$ cat src/rtl/window_h_generator_fp16_if.sv
// Pixel-stream bundle for the horizontal window generator: upstream pixel
// handshake plus the registered window output that feeds the 1xN convolution.
interface window_h_generator_fp16_if #(
  parameter int FP_WIDTH_REG = 16,
  parameter int WINDOW_WIDTH = 9
);
  logic [FP_WIDTH_REG-1:0]                   data_i;
  logic [15:0]                               col_i;
  logic [15:0]                               row_i;
  logic                                      valid_i;
  logic                                      ready_o;
  logic [WINDOW_WIDTH-1:0][FP_WIDTH_REG-1:0] window_o;
  logic [15:0]                               col_o;
  logic [15:0]                               row_o;
  logic                                      valid_o;

  // master: pixel source / window consumer; slave: the window generator
  modport master (
    output data_i, col_i, row_i, valid_i,
    input  ready_o, window_o, col_o, row_o, valid_o
  );

  modport slave (
    input  data_i, col_i, row_i, valid_i,
    output ready_o, window_o, col_o, row_o, valid_o
  );
endinterface

$ cat src/rtl/window_h_generator_fp16.sv
// Row-stream to centred 1 x WINDOW_WIDTH window converter with border padding.
// The right border is produced by a HALF-cycle flush during which upstream is stalled.
module window_h_generator_fp16 #(
  parameter int EXP_WIDTH    = 5,
  parameter int FRAC_WIDTH   = 10,
  parameter int WINDOW_WIDTH = 9,
  parameter int IMAGE_WIDTH  = 640,
  parameter int BORDER_MODE  = 0,
  parameter int FP_WIDTH_REG = 1 + EXP_WIDTH + FRAC_WIDTH
) (
  input  logic                            clk_i,
  input  logic                            rst_i,
  window_h_generator_fp16_if.slave        bus
);

  localparam int          HALF       = (WINDOW_WIDTH - 1) / 2;
  localparam logic [15:0] HALF_C     = 16'(HALF);
  localparam logic [15:0] LAST_COL   = 16'(IMAGE_WIDTH - 1);
  localparam logic [15:0] FLUSH_BASE = 16'(IMAGE_WIDTH - HALF);

  typedef enum logic [1:0] {
    IDLE,
    ROW,
    FLUSH
  } state_t;

  state_t                  state_reg;
  logic                    ready_reg;
  logic                    valid_reg;
  logic [15:0]             col_reg;
  logic [15:0]             row_reg;
  logic [15:0]             row_latch_reg;
  logic [15:0]             flush_cnt_reg;
  logic [FP_WIDTH_REG-1:0] sr_reg [WINDOW_WIDTH];

  logic                    xfer;
  logic                    col_zero;
  logic                    load_row;
  logic                    shift_px;
  logic                    shift_pad;
  logic [FP_WIDTH_REG-1:0] left_pad;
  logic [FP_WIDTH_REG-1:0] right_pad;

  always_comb begin
    xfer      = bus.valid_i & ready_reg;
    col_zero  = (bus.col_i == 16'd0);
    load_row  = xfer & col_zero & (state_reg != FLUSH);
    shift_px  = xfer & ~col_zero & (state_reg == ROW);
    shift_pad = (state_reg == FLUSH);
    left_pad  = (BORDER_MODE == 1) ? bus.data_i : '0;
    // Replicate mode keeps re-inserting the last pixel, which stays at the tail during flush.
    right_pad = (BORDER_MODE == 1) ? sr_reg[WINDOW_WIDTH-1] : '0;
  end

  genvar gi;
  generate
    for (gi = 0; gi < WINDOW_WIDTH; gi++) begin : g_sr
      if (gi == WINDOW_WIDTH - 1) begin : g_tail
        always_ff @(posedge clk_i or negedge rst_i) begin
          if (!rst_i) begin
            sr_reg[gi] <= '0;
          end else if (load_row || shift_px) begin
            sr_reg[gi] <= bus.data_i;
          end else if (shift_pad) begin
            sr_reg[gi] <= right_pad;
          end
        end
      end else begin : g_body
        always_ff @(posedge clk_i or negedge rst_i) begin
          if (!rst_i) begin
            sr_reg[gi] <= '0;
          end else if (load_row) begin
            sr_reg[gi] <= left_pad;
          end else if (shift_px || shift_pad) begin
            sr_reg[gi] <= sr_reg[gi+1];
          end
        end
      end
      assign bus.window_o[gi] = sr_reg[gi];
    end
  endgenerate

  always_ff @(posedge clk_i or negedge rst_i) begin
    if (!rst_i) begin
      state_reg     <= IDLE;
      ready_reg     <= 1'b1;
      valid_reg     <= 1'b0;
      col_reg       <= 16'd0;
      row_reg       <= 16'd0;
      row_latch_reg <= 16'd0;
      flush_cnt_reg <= 16'd0;
    end else begin
      valid_reg <= 1'b0;
      unique case (state_reg)
        IDLE: begin
          if (load_row) begin
            row_latch_reg <= bus.row_i;
            state_reg     <= ROW;
          end
        end
        ROW: begin
          // A col-0 pixel mid-row restarts the row; the partial row is never flushed.
          if (load_row) begin
            row_latch_reg <= bus.row_i;
          end else if (shift_px) begin
            if (bus.col_i >= HALF_C) begin
              valid_reg <= 1'b1;
              col_reg   <= bus.col_i - HALF_C;
              row_reg   <= row_latch_reg;
            end
            if (bus.col_i == LAST_COL) begin
              state_reg     <= FLUSH;
              ready_reg     <= 1'b0;
              flush_cnt_reg <= 16'd0;
            end
          end
        end
        FLUSH: begin
          valid_reg     <= 1'b1;
          col_reg       <= FLUSH_BASE + flush_cnt_reg;
          row_reg       <= row_latch_reg;
          flush_cnt_reg <= flush_cnt_reg + 16'd1;
          if (flush_cnt_reg == HALF_C - 16'd1) begin
            state_reg <= IDLE;
            ready_reg <= 1'b1;
          end
        end
        default: begin
          state_reg <= IDLE;
          ready_reg <= 1'b1;
        end
      endcase
    end
  end

  assign bus.ready_o = ready_reg;
  assign bus.valid_o = valid_reg;
  assign bus.col_o   = col_reg;
  assign bus.row_o   = row_reg;

endmodule

$ cat src/flat_wrapper.sv
// flat-port wrapper written by rule: the top's interface ports become plain ports
module window_h_generator_fp16_flat 
#(
  parameter int EXP_WIDTH    = 5,
  parameter int FRAC_WIDTH   = 10,
  parameter int WINDOW_WIDTH = 9,
  parameter int IMAGE_WIDTH  = 640,
  parameter int BORDER_MODE  = 0,
  parameter int FP_WIDTH_REG = 1 + EXP_WIDTH + FRAC_WIDTH
)
  (clk_i, rst_i, bus_data_i, bus_col_i, bus_row_i, bus_valid_i, bus_ready_o, bus_window_o, bus_col_o, bus_row_o, bus_valid_o);
  window_h_generator_fp16_if #(.FP_WIDTH_REG(FP_WIDTH_REG), .WINDOW_WIDTH(WINDOW_WIDTH)) bus_i ();
  input  logic clk_i;
  input  logic rst_i;
  input wire logic [$bits(bus_i.data_i)-1:0] bus_data_i;
  input wire logic [$bits(bus_i.col_i)-1:0] bus_col_i;
  input wire logic [$bits(bus_i.row_i)-1:0] bus_row_i;
  input wire logic [$bits(bus_i.valid_i)-1:0] bus_valid_i;
  output wire logic [$bits(bus_i.ready_o)-1:0] bus_ready_o;
  output wire logic [$bits(bus_i.window_o)-1:0] bus_window_o;
  output wire logic [$bits(bus_i.col_o)-1:0] bus_col_o;
  output wire logic [$bits(bus_i.row_o)-1:0] bus_row_o;
  output wire logic [$bits(bus_i.valid_o)-1:0] bus_valid_o;
  assign bus_i.data_i = bus_data_i;
  assign bus_i.col_i = bus_col_i;
  assign bus_i.row_i = bus_row_i;
  assign bus_i.valid_i = bus_valid_i;
  assign bus_ready_o = bus_i.ready_o;
  assign bus_window_o = bus_i.window_o;
  assign bus_col_o = bus_i.col_o;
  assign bus_row_o = bus_i.row_o;
  assign bus_valid_o = bus_i.valid_o;
  window_h_generator_fp16 #(.EXP_WIDTH(EXP_WIDTH), .FRAC_WIDTH(FRAC_WIDTH), .WINDOW_WIDTH(WINDOW_WIDTH), .IMAGE_WIDTH(IMAGE_WIDTH), .BORDER_MODE(BORDER_MODE), .FP_WIDTH_REG(FP_WIDTH_REG)) u_core (.clk_i(clk_i), .rst_i(rst_i), .bus(bus_i));
endmodule
$ cat config.mk
export PLATFORM = sky130hd
export DESIGN_NAME = window_h_generator_fp16_flat
export DESIGN_NICKNAME = d
export VERILOG_FILES = /design/src/rtl/window_h_generator_fp16_if.sv /design/src/rtl/window_h_generator_fp16.sv /design/src/flat_wrapper.sv
export SDC_FILE = /design/constraint.sdc
export NUM_CORES = 1
export LEC_CHECK = 0
export ABC_AREA = 1
export BUFFER_PORTS_ARGS = -buffer_cell sky130_fd_sc_hd__buf_2
export CORE_AREA = 5 5 194 215
export DETAILED_ROUTE_END_ITERATION = 16
export DIE_AREA = 0 0 199 220
export PLACE_DENSITY = 0.51
export REMOVE_ABC_BUFFERS = 1
export SLEW_MARGIN = 20
export SYNTH_ARGS = -nofsm -noshare
export SYNTH_HDL_FRONTEND = slang
export SYNTH_SLANG_ARGS = --single-unit
$ cat constraint.sdc
create_clock -name clk_i -period 4.82 [get_ports clk_i]
set_input_delay 0.482 -clock clk_i [delete_from_list [all_inputs] [get_ports clk_i]]
set_output_delay 0.482 -clock clk_i [all_outputs]
set_load 0.02 [all_outputs]
==> summary.md, run 1 <==
| Metric | Value |
|---|---|
| IO Count | `229` |
| Final clock skew | `11.4 ps` |
| Commonest cells after routing, fill and taps aside | `nand2_1 (509), buf_2 (227), dfrtp_1 (211)` |
| FP Rows | `77` |
| Slowest CP cell | `inv_4` |
| Worst-path cell chain | `inv_1 -> ha_1 -> buf_4 -> nor2_1 -> nand3_1 -> nand3_4 -> inv_4 -> buf_4 -> nand2_1 -> nand2_1` |
| Core Area | `0.0395 mm²` |
| Clk_lat worst skew | `540 ps` |
| CTS tree | `done` |
| Seq cells post-synth | `212` |
| Largest stage delay, worst path | `630 ps` |
| First drt pass iteration count | `5` |
| Slew margin rel. | `33.2%` |
| Synth Area in Simple Gates | `32.8%` |
| Die ar. | `0.0438 mm²` |
| Sequential share of the synthesized area | `54.6%` |
| Max Slew Vio Count | `0` |
| Initial Util | `24.6%` |
| Switching share of total power | `22.3%` |
| Area Growth Syn to Fin | `23.8%` |
| Fraction of registers with async set/reset | `100%` |
| Lkg Pwr | `7.01 nW` |
| Setup Fix Bufs, Post-CTS | `0` |
| Post-route cell area | `0.0120 mm²` |
| Via count | `8480` |
| Max Cap Viol | `0` |
| Clk slew on worst S/H paths | `60 ps` |
| CTS resizes | `0` |
| Comb pwr share | `2.5%` |
| Port bufs | `228` |
| Via/cell ratio | `4.40` |
| CTS Buffer Depth | `3` |
| # hold bufs at CTS | `1` |
| Max H-tree Level | `1` |
| WL final | `29200 µm` |
| Flop-to-flop setup slack | `1760 ps` |
| Ant diodes | `0` |
| Antenna violations before repair | `1` |
| Fmax | `327 MHz` |
| Setup tns final | `0 ps` |
| Die height | `220 µm` |
| Mux contribution to synthesized area | `0%` |
| Share of cells above drive strength 1 | `20.9%` |
| Data required time at the worst endpoint | `5290 ps` |
| Dpl ws | `1630 ps` |
| Hpwl dp | `20000 µm` |
| Pin count of the biggest net entering global routing | `102` |
| Placed cell area | `0.0112 mm²` |
| Crit-path max FO | `53` |
| Synth Area in Adders | `1.42%` |
| Gp weighted congestion | `0.805` |
| Yosys synthesis warning count | `0` |
| Clock Power Share | `49.5%` |
| Largest family of logic cells by synthesized area | `simple AND/OR/NAND/NOR gates` |
| # DRC | `0` |
| Pint | `0.00288 W` |
| Final Hold Viols | `0` |
| Cell variety after synth | `29` |
| Ys flop type | `dfrtp_1` |
| Vias in the first global route | `8184` |
| Die Width | `199 µm` |
| Post-synthesis compound-gate area fraction | `3.31%` |
| Post-route ant nets | `0` |
| Switching pwr | `0.000825 W` |
| Total grt overflow | `0` |
| Part of the cycle the worst path needs | `63.5%` |
| VDD IR max | `180 µV` |
| Status | `finished clean` |
| Post-synth EDFFs | `0` |
| Root buf cell | `clkbuf_16` |
| Detailed Route Iter0 Violations | `577` |
| Power Total | `0.00371 W` |
| FF+latch area | `0.00531 mm²` |
| XOR/XNOR Fraction of Synth Area | `1.08%` |
| Sequential share of power | `48.1%` |
| Setup violations, final | `0` |
| Synthesized instance count | `1191` |
| Total GRT Usage | `12.9%` |
| RSZ-0062 raised after global routing | `no` |
| Worst slew pin tran | `1000 ps` |
| CP endpoint kind | `flip-flop` |
| Hold WC Path Type | `primary input to flip-flop` |
| Drt wl/cell | `15.2 µm` |
| Pwr Density | `308 mW/mm²` |
| Cell Area, Synth | `0.00971 mm²` |
| Setup ws final | `1760 ps` |
| Clk sinks | `212` |
| Mean Syn Cell Area | `8.15 µm²` |
| CP arrival | `3530 ps` |
| Final-stage net count | `1460` |
| Layout fillers | `4317` |
| Num CTS Buffers | `26` |
| Commonest non-fill, non-tap cell in the layout | `nand2_1` |
| Crit path launch type | `flip-flop` |
| Worst Setup Path Type | `flip-flop to flip-flop` |
| Final Critical Period | `3060 ps` |
| Max reg flops | `144` |
| Multi-input combinational cell area | `0.00376 mm²` |
| First-pass GRT wire length | `46100 µm` |
## path summary, 6_finish.rpt
kind | from | to | cells past startpoint
max reg2reg | u_core.state_reg[0] | u_core.bus.window_o[14] | 10
max in group asynchronous | rst_i | u_core.bus.row_o[7] | 3
max | u_core.state_reg[0] | u_core.bus.window_o[14] | 10
min in group asynchronous | rst_i | u_core.bus.window_o[6] | 2
min reg2reg | u_core.row_latch_reg[10] | u_core.bus.row_o[10] | 2
min | bus_data_i[14] | u_core.bus.window_o[142] | 3
## power by group through the flow
stage | registers [W] | clock network, W | logic, W
final | 0.00178 | 0.00183 | 0.0000917
after global routing | 0.00178 | 0.00200 | 0.000107
after CTS | 0.00178 | 0.00193 | 0.0000963
after detailed placement | 0.00181 | 0 | 0.0000951
after global placement | 0.00181 | 0 | 0.0000946
after floorplan | 0.00181 | 0 | 0.0000207
## cells in the mapped netlist, types with 3 or more instances
master,n,area [µm²]
a21oi_1,8,40.0
buf_2,32,160
buf_4,4,30.0
buf_6,17,191
clkbuf_1,9,33.8
dfrtp_1,211,5280
ha_1,11,138
inv_1,61,229
inv_2,3,11.3
nand2_1,510,1910
nand2_2,3,18.8
nand3_1,172,861
nand3_2,3,30.0
nand4_1,8,50.1
nor2_1,57,214
nor2_2,4,25.0
nor3_1,7,35.0
o21ai_0,47,235
xor2_1,10,87.6
## metal layers
layer  routed length, µm  global-route usage [%]  vias to the layer above  part of all wire, %
li1                    -                       -                     4189                    -
met1               13300                    18.1                     3992                   46
met2               13100                    20.4                      248                   45
met3                2000                    2.42                       49                  6.9
met4                 706                    3.44                        2                  2.4
met5                  13                       0                        -                0.045
## worst max-delay path: cells and delay by family, from the launching register on
kind | cells | cell delay, ps
flops | 1 | 400
simple gates | 5 | 960
fa+ha+maj | 1 | 140
buf+inv | 4 | 1450
## kinds of logic after synthesis
group           after synthesis
fa+ha+maj                    11
flops                       212
simple gates                768
compound gates               61
xor+xnor                     12
buf+inv                     127
## stage by stage
stage | hold slack [ps] | instances | util, %
3_5_place_dp | 441 | 1882 | 28.4
6_report | 147 | 1926 | 30.4
4_1_cts | 107 | 1926 | 30.4
5_1_grt | 126 | 1926 | 30.4
3_3_place_gp | 443 | 1882 | 28.4
2_1_floorplan | 186 | 1128 | -
## cell type report
type                    instances  area share, %
multi-input cells             852           31.3
flip-flops and latches        212           44.1
clock buffers                  35           6.20
clock inverters                 8          0.385
well taps                     513           5.34
inverters                      64           2.02
repair buffers                242           10.7
(Power assumes the default switching activity.)
==> run 2: changes to the inputs <==
--- a/config.mk
+++ b/config.mk
@@ -10,7 +10,7 @@
 export CORE_AREA = 5 5 194 215
 export DETAILED_ROUTE_END_ITERATION = 16
 export DIE_AREA = 0 0 199 220
-export PLACE_DENSITY = 0.51
+export PLACE_DENSITY = 0.53
 export REMOVE_ABC_BUFFERS = 1
 export SLEW_MARGIN = 20
 export SYNTH_ARGS = -nofsm -noshare
==> constraint.sdc (replaced) <==
create_clock -name clk_i -period 2.8 [get_ports clk_i]
set_input_delay 0.28 -clock clk_i [delete_from_list [all_inputs] [get_ports clk_i]]
set_output_delay 0.28 -clock clk_i [all_outputs]
set_load 0.02 [all_outputs]
==> summary.md, run 2 (synthesized netlist as in run 1, its figures left out) <==
| Metric | Value |
|---|---|
| Reg2reg path depth | `9 (-1)` |
| Worst-path cell chain | `inv_1 -> ha_1 -> nor2_1 -> nand3_1 -> nand3_4 -> inv_4 -> buf_4 -> nand2_1 -> nand2_1` |
| Total grt overflow | `0 (unchanged)` |
| Commonest non-fill, non-tap cell in the layout | `nand2_1` |
| Share of cells above drive strength 1 | `21.0% (about the same)` |
| Die height | `220 µm (unchanged)` |
| Final Critical Period | `2170 ps (-892 ps)` |
| First drt pass iteration count | `5 (unchanged)` |
| Num CTS Buffers | `25 (-3.8%)` |
| Core Area | `0.0395 mm² (unchanged)` |
| Largest stage delay, worst path | `400 ps (-230 ps)` |
| Clk slew on worst S/H paths | `60 ps (about the same)` |
| Final Hold Viols | `0 (unchanged)` |
| Via/cell ratio | `4.36 (-0.96%)` |
| IO Count | `229 (unchanged)` |
| Die ar. | `0.0438 mm² (unchanged)` |
| Clk sinks | `212 (unchanged)` |
| Fmax | `461 MHz (+41%)` |
| Setup Fix Bufs, Post-CTS | `0 (unchanged)` |
| Max reg flops | `144 (unchanged)` |
| Setup violations, final | `0 (unchanged)` |
| Ant diodes | `0 (unchanged)` |
| CTS tree | `done` |
| Max Cap Viol | `0 (unchanged)` |
| Crit path launch type | `flip-flop` |
| Initial Util | `24.6% (unchanged)` |
| Fin Hold WS | `134 ps (-13.6 ps)` |
| FP Rows | `77 (unchanged)` |
| Slowest CP cell | `dfrtp_1` |
| Uppermost layer routed | `met4` |
| Lkg Pwr | `7.18 nW (+2.4%)` |
| Pin count of the biggest net entering global routing | `129 (+26%)` |
| CTS Buffer Depth | `3 (unchanged)` |
| Die Width | `199 µm (unchanged)` |
| Crit-path max FO | `46 (-13%)` |
| Worst slew pin tran | `739 ps (-261 ps)` |
| Detailed Route Iter0 Violations | `489 (-15%)` |
| Gp weighted congestion | `0.821 (+2.0%)` |
| CP arrival | `2640 ps (-890 ps)` |
| Antenna violations before repair | `0 (-1)` |
| CP dominant cell by count | `nand2_1` |
| Part of the cycle the worst path needs | `77.4% (+14 points)` |
| Met3 WL | `2230 µm (+11%)` |
| Worst Setup Path Type | `flip-flop to flip-flop` |
| Total GRT Usage | `12.7% (-0.17 points)` |
| Via count | `8564 (+0.99%)` |
| CP endpoint kind | `flip-flop` |
| Vias in the first global route | `8452 (+3.3%)` |
| Pwr Density | `525 mW/mm² (+70%)` |
| Max Slew Vio Count | `0 (unchanged)` |
| VDD IR max | `348 µV (+94%)` |
| Area Growth Syn to Fin | `28.3%` |
| Root buf cell | `clkbuf_16` |
| # DRC | `0 (unchanged)` |
| Max H-tree Level | `1 (unchanged)` |
| Finished Layout Cells | `1964 (+2.0%)` |
| Drt wl/cell | `14.5 µm (-4.1%)` |
| Clk_lat worst skew | `530 ps (about the same)` |
| Data required time at the worst endpoint | `3270 ps (-2020 ps)` |
| WL met1 | `13100 µm (-1.6%)` |
| Port bufs | `228 (unchanged)` |
| Slew margin rel. | `50.8% (+18 points)` |
| First-pass GRT wire length | `46100 µm (about the same)` |
| Hpwl dp | `19200 µm (-3.9%)` |
| WL final | `28500 µm (-2.3%)` |
| Met2 routed WL | `12700 µm (-3.2%)` |
| Hold WC Path Type | `primary input to flip-flop` |
| Dpl cells | `1886 (+0.21%)` |
| Setup tns final | `0 ps (unchanged)` |
| Hold Crit Depth | `4 (+1)` |
| Status | `finished clean` |
| Commonest cells after routing, fill and taps aside | `nand2_1 (509), buf_2 (227), dfrtp_1 (211)` |
| RSZ-0062 raised after global routing | `no` |
| Final-stage net count | `1495 (+2.4%)` |
| Post-route ant nets | `0 (unchanged)` |
| Final clock skew | `16.0 ps (+4.59 ps)` |
==> run 2: cell count changes in the layout (fill, tap and decap cells not counted), sizes merged <==
cell / delta
clkinvlp: +4
clkinv: -3
buf: +4
clkbuf: -3
bufinv: +2
dlygate4sd3: +32
inv: +2
==> run 2: per-stage QoR <==
step                      utilization (%)  area, µm²  setup slack [ps]  power, W
after floorplan                         -       9290             -1820   0.00316
after global placement               28.6      11300               560   0.00329
after detailed placement             28.6      11300               518   0.00329
after CTS                            31.5      12500               590   0.00668
after global routing                 31.5      12500               401   0.00683
final                                31.5      12500               632   0.00654
==> run 2: report_power, final <==
part / switching [W] / total [W] / internal, W
logic: 0.000118 / 0.000198 / 0.0000799
registers: 0 / 0.00306 / 0.00306
clock network: 0.00132 / 0.00328 / 0.00196
total: 0.00143 / 0.00654 / 0.00510
==> run 2: repair_timing <==
action,CTS,global route
gates resized for setup,0,0
hold buffers,33,0
endpoints found under the hold margin,122,0
==> run 2: path summary, 6_finish.rpt <==
| path | start | end | slack [ps] |
|---|---|---|---|
| worst max-delay path | u_core.state_reg[0] | u_core.bus.window_o[3] | 630 |
| worst min-delay path | bus_col_i[2] | u_core.bus.col_o[2] | 130 |
| worst max register to register | u_core.state_reg[0] | u_core.bus.window_o[3] | 630 |
| worst min register to register | u_core.row_latch_reg[12] | u_core.bus.row_o[12] | 470 |
| max in group asynchronous | rst_i | u_core.bus.row_o[13] | 1640 |
| min in group asynchronous | rst_i | u_core.bus.window_o[102] | 370 |
==> run 2: area by class of cell <==
type	instances	area, µm²
fillers	4201	27000
flip-flops and latches	212	5310
multi-input cells	852	3760
repair buffers	278	1670
clock buffers	32	702
well taps	513	642
inverters	64	243
clock inverters	13	135
==> run 2: layer usage <==
| layer | vias to the layer above | GRT usage, % |
|---|---|---|
| met4 | 0 | 2.76 |
| met5 | - | 0 |
| met3 | 35 | 2.61 |
| met1 | 3992 | 18.1 |
| li1 | 4263 | - |
| met2 | 274 | 20.1 |
==> run 2: worst max-delay path, delay by kind of cell, from the launching register on <==
kind | cells | cell delay, ps
fa+ha+maj | 1 | 220
flops | 1 | 400
simple gates | 5 | 600
buf+inv | 3 | 880
==> run 3: changes to the inputs <==
==> constraint.sdc (replaced) <==
create_clock -name clk_i -period 1.78 [get_ports clk_i]
set_input_delay 0.178 -clock clk_i [delete_from_list [all_inputs] [get_ports clk_i]]
set_output_delay 0.178 -clock clk_i [all_outputs]
set_load 0.02 [all_outputs]
==> summary.md, run 3 (synthesized netlist as in run 1, its figures left out) <==
| Metric | Value |
|---|---|
| Status | `finished clean` |
| Antenna violations before repair | `1 (+1)` |
| Reg2reg end | `u_core.bus.col_o[10]` |
| Crit path launch type | `flip-flop` |
| Via/cell ratio | `4.43 (+1.5%)` |
| Drt wl/cell | `15.0 µm (+3.2%)` |
| Final Hold Viols | `0 (unchanged)` |
| Post-route ant nets | `0 (unchanged)` |
| Flop-to-flop setup slack | `80 ps (-550 ps)` |
| IO Count | `229 (unchanged)` |
| WL final | `30500 µm (+7.0%)` |
| Root buf cell | `clkbuf_16` |
| CP top delay family | `simple AND/OR/NAND/NOR gates` |
| Final clock skew | `12.7 ps (-3.30 ps)` |
| CP dominant cell by count | `nand2_1` |
| Max Slew Vio Count | `0 (unchanged)` |
| First-pass GRT wire length | `46700 µm (+1.5%)` |
| Pin count of the biggest net entering global routing | `58 (-55%)` |
| Via count | `9013 (+5.2%)` |
| Part of the cycle the worst path needs | `95.5% (+18 points)` |
| First drt pass iteration count | `5 (unchanged)` |
| Final core utilization | `34.1% (+2.5 points)` |
| Layout fillers | `4154 (-1.1%)` |
| Data required time at the worst endpoint | `2200 ps (-1070 ps)` |
| Dpl cells | `1944 (+3.1%)` |
| Worst path bufs/invs | `2 (-1)` |
| Lkg Pwr | `7.68 nW (+7.0%)` |
| CTS tree | `done` |
| Max reg flops | `144 (unchanged)` |
| VDD IR max | `547 µV (+57%)` |
| Area Growth Syn to Fin | `38.6%` |
| Core Area | `0.0395 mm² (unchanged)` |
| Final Critical Period | `1700 ps (-467 ps)` |
| Reg2reg path depth | `11 (+2)` |
| Slew margin rel. | `62.8% (+12 points)` |
| Setup violations, final | `0 (unchanged)` |
| Reg2reg start | `u_core.flush_cnt_reg[3]` |
| Worst Setup Path Type | `flip-flop to flip-flop` |
| Final-stage net count | `1567 (+4.8%)` |
| Pwr Density | `774 mW/mm² (+48%)` |
| Die ar. | `0.0438 mm² (unchanged)` |
| FP Rows | `77 (unchanged)` |
| Hold WC Path Type | `primary input to flip-flop` |
| Total GRT Usage | `13.0% (+0.26 points)` |
| Vias in the first global route | `8589 (+1.6%)` |
| Finished Layout Cells | `2036 (+3.7%)` |
| Slowest CP cell | `dfrtp_2` |
| Clk sinks | `212 (unchanged)` |
| Critical path depth in cells | `11 (+2)` |
| Crit-path max FO | `5 (-89%)` |
| Fmax | `588 MHz (+27%)` |
| Origin of the worst setup path | `u_core.flush_cnt_reg[3]` |
| Largest stage delay, worst path | `430 ps (+30 ps)` |
| Commonest cells after routing, fill and taps aside | `nand2_1 (507), buf_2 (227), dfrtp_1 (210)` |
| Worst slew pin tran | `559 ps (-180 ps)` |
| CP endpoint kind | `flip-flop` |
| Die height | `220 µm (unchanged)` |
| # DRC | `0 (unchanged)` |
| Total grt overflow | `0 (unchanged)` |
| CP arrival | `2120 ps (-520 ps)` |
| Clk_lat worst skew | `530 ps (about the same)` |
| CTS Buffer Depth | `3 (unchanged)` |
| RSZ-0062 raised after global routing | `yes` |
| Die Width | `199 µm (unchanged)` |
| Num CTS Buffers | `26 (+4.0%)` |
| Clk slew on worst S/H paths | `60 ps (about the same)` |
| Max H-tree Level | `1 (unchanged)` |
| Max Cap Viol | `0 (unchanged)` |
| Worst-path cell chain | `inv_1 -> ha_2 -> inv_1 -> nor2_1 -> nand2_1 -> nand2_1 -> nand2_2 -> xor2_1 -> nand2_1 -> nand3_1 -> nand2_1` |
| Commonest non-fill, non-tap cell in the layout | `nand2_1` |
| Hpwl dp | `21000 µm (+9.3%)` |
| Initial Util | `24.6% (unchanged)` |
| Gp weighted congestion | `0.842 (+2.5%)` |
| Worst setup path endpoint | `u_core.bus.col_o[10]` |
| Detailed Route Iter0 Violations | `473 (-3.3%)` |
| Port bufs | `228 (unchanged)` |
| Share of cells above drive strength 1 | `25.0% (+4.1 points)` |
[run 3: changes by cell type in the layout (fill, tap and decap cells not counted), moves of 2 or more]
cell,change
buf_12,+14
buf_16,+3
buf_4,+40
buf_6,+4
clkbuf_1,+4
clkbuf_16,+10
clkbuf_8,-2
clkinvlp_4,-3
ha_1,-4
ha_2,+3
nand2_1,-2
nand2_2,+2
nor2_1,-2
[run 3: layout make-up]
type                    instances  area [µm²]  share of cell area [%]
inverters                      64         255                    1.90
repair buffers                348        2590                    19.3
multi-input cells             852        3800                    28.2
clock inverters                 9         108                   0.800
diodes                          1        2.50                  0.0186
flip-flops and latches        212        5310                    39.4
clock buffers                  36         739                    5.49
well taps                     513         642                    4.77
repair inverters                1        8.76                  0.0651
[run 3: worst min-delay path: stages]
cell,delay (ps)
buf_2,100
xnor2_1,80
nand2_1,60
nand2_1,40
nand2_1,60
nand2_1,40
[run 3: how the worst min path moves through the flow]
| stage | endpoint | cells after the start | start | slack [ps] |
|---|---|---|---|---|
| after floorplan | u_core.bus.col_o[0] | 0 | rst_i | -120 |
| after global placement | u_core.bus.window_o[143] | 1 | rst_i | 180 |
| after detailed placement | u_core.bus.window_o[86] | 1 | rst_i | 180 |
| after CTS | u_core.bus.col_o[15] | 6 | bus_col_i[15] | 50 |
| after global routing | u_core.bus.col_o[10] | 5 | bus_col_i[10] | 80 |
| final | u_core.bus.col_o[15] | 6 | bus_col_i[15] | 70 |
[run 3: per-stage QoR]
| step | instance area (µm²) | setup slack (ps) | setup TNS [ps] | hold slack, ps | power (W) |
|---|---|---|---|---|---|
| 2_1_floorplan | 9290 | -2840 | -432830 | -118 | 0.00496 |
| 3_3_place_gp | 11900 | -29.4 | -458 | 178 | 0.00521 |
| 3_5_place_dp | 11900 | -23.1 | -265 | 181 | 0.00521 |
| 4_1_cts | 13100 | 8.17 | 0 | 45.9 | 0.0107 |
| 5_1_grt | 13500 | -27.7 | -235 | 83.4 | 0.0109 |
| 6_report | 13500 | 79.3 | 0 | 68.4 | 0.0104 |
[run 3: what timing repair did]
action,CTS,global route
setup endpoints to repair,84,149
setup buffers,0,4
hold buffers,33,0
gates resized for setup,2,25
cloned,0,9
hold endpoints to repair,123,0
pin swaps,1,2
[run 3: power breakdown]
| group | total (W) | internal [W] | switching [W] |
|---|---|---|---|
| Clock | 0.00524 | 0.00318 | 0.00206 |
| Sequential | 0.00482 | 0.00482 | 0 |
| Combinational | 0.000351 | 0.000157 | 0.000194 |
| Total | 0.0104 | 0.00816 | 0.00226 |
[run 3: routing by layer]
layer	share of wire, %	routed length, µm	track usage [%]
met5	0	0	0
met3	7.2	2200	2.65
met2	46	14100	20.8
met4	2.0	609	3.33
met1	45	13600	18.1
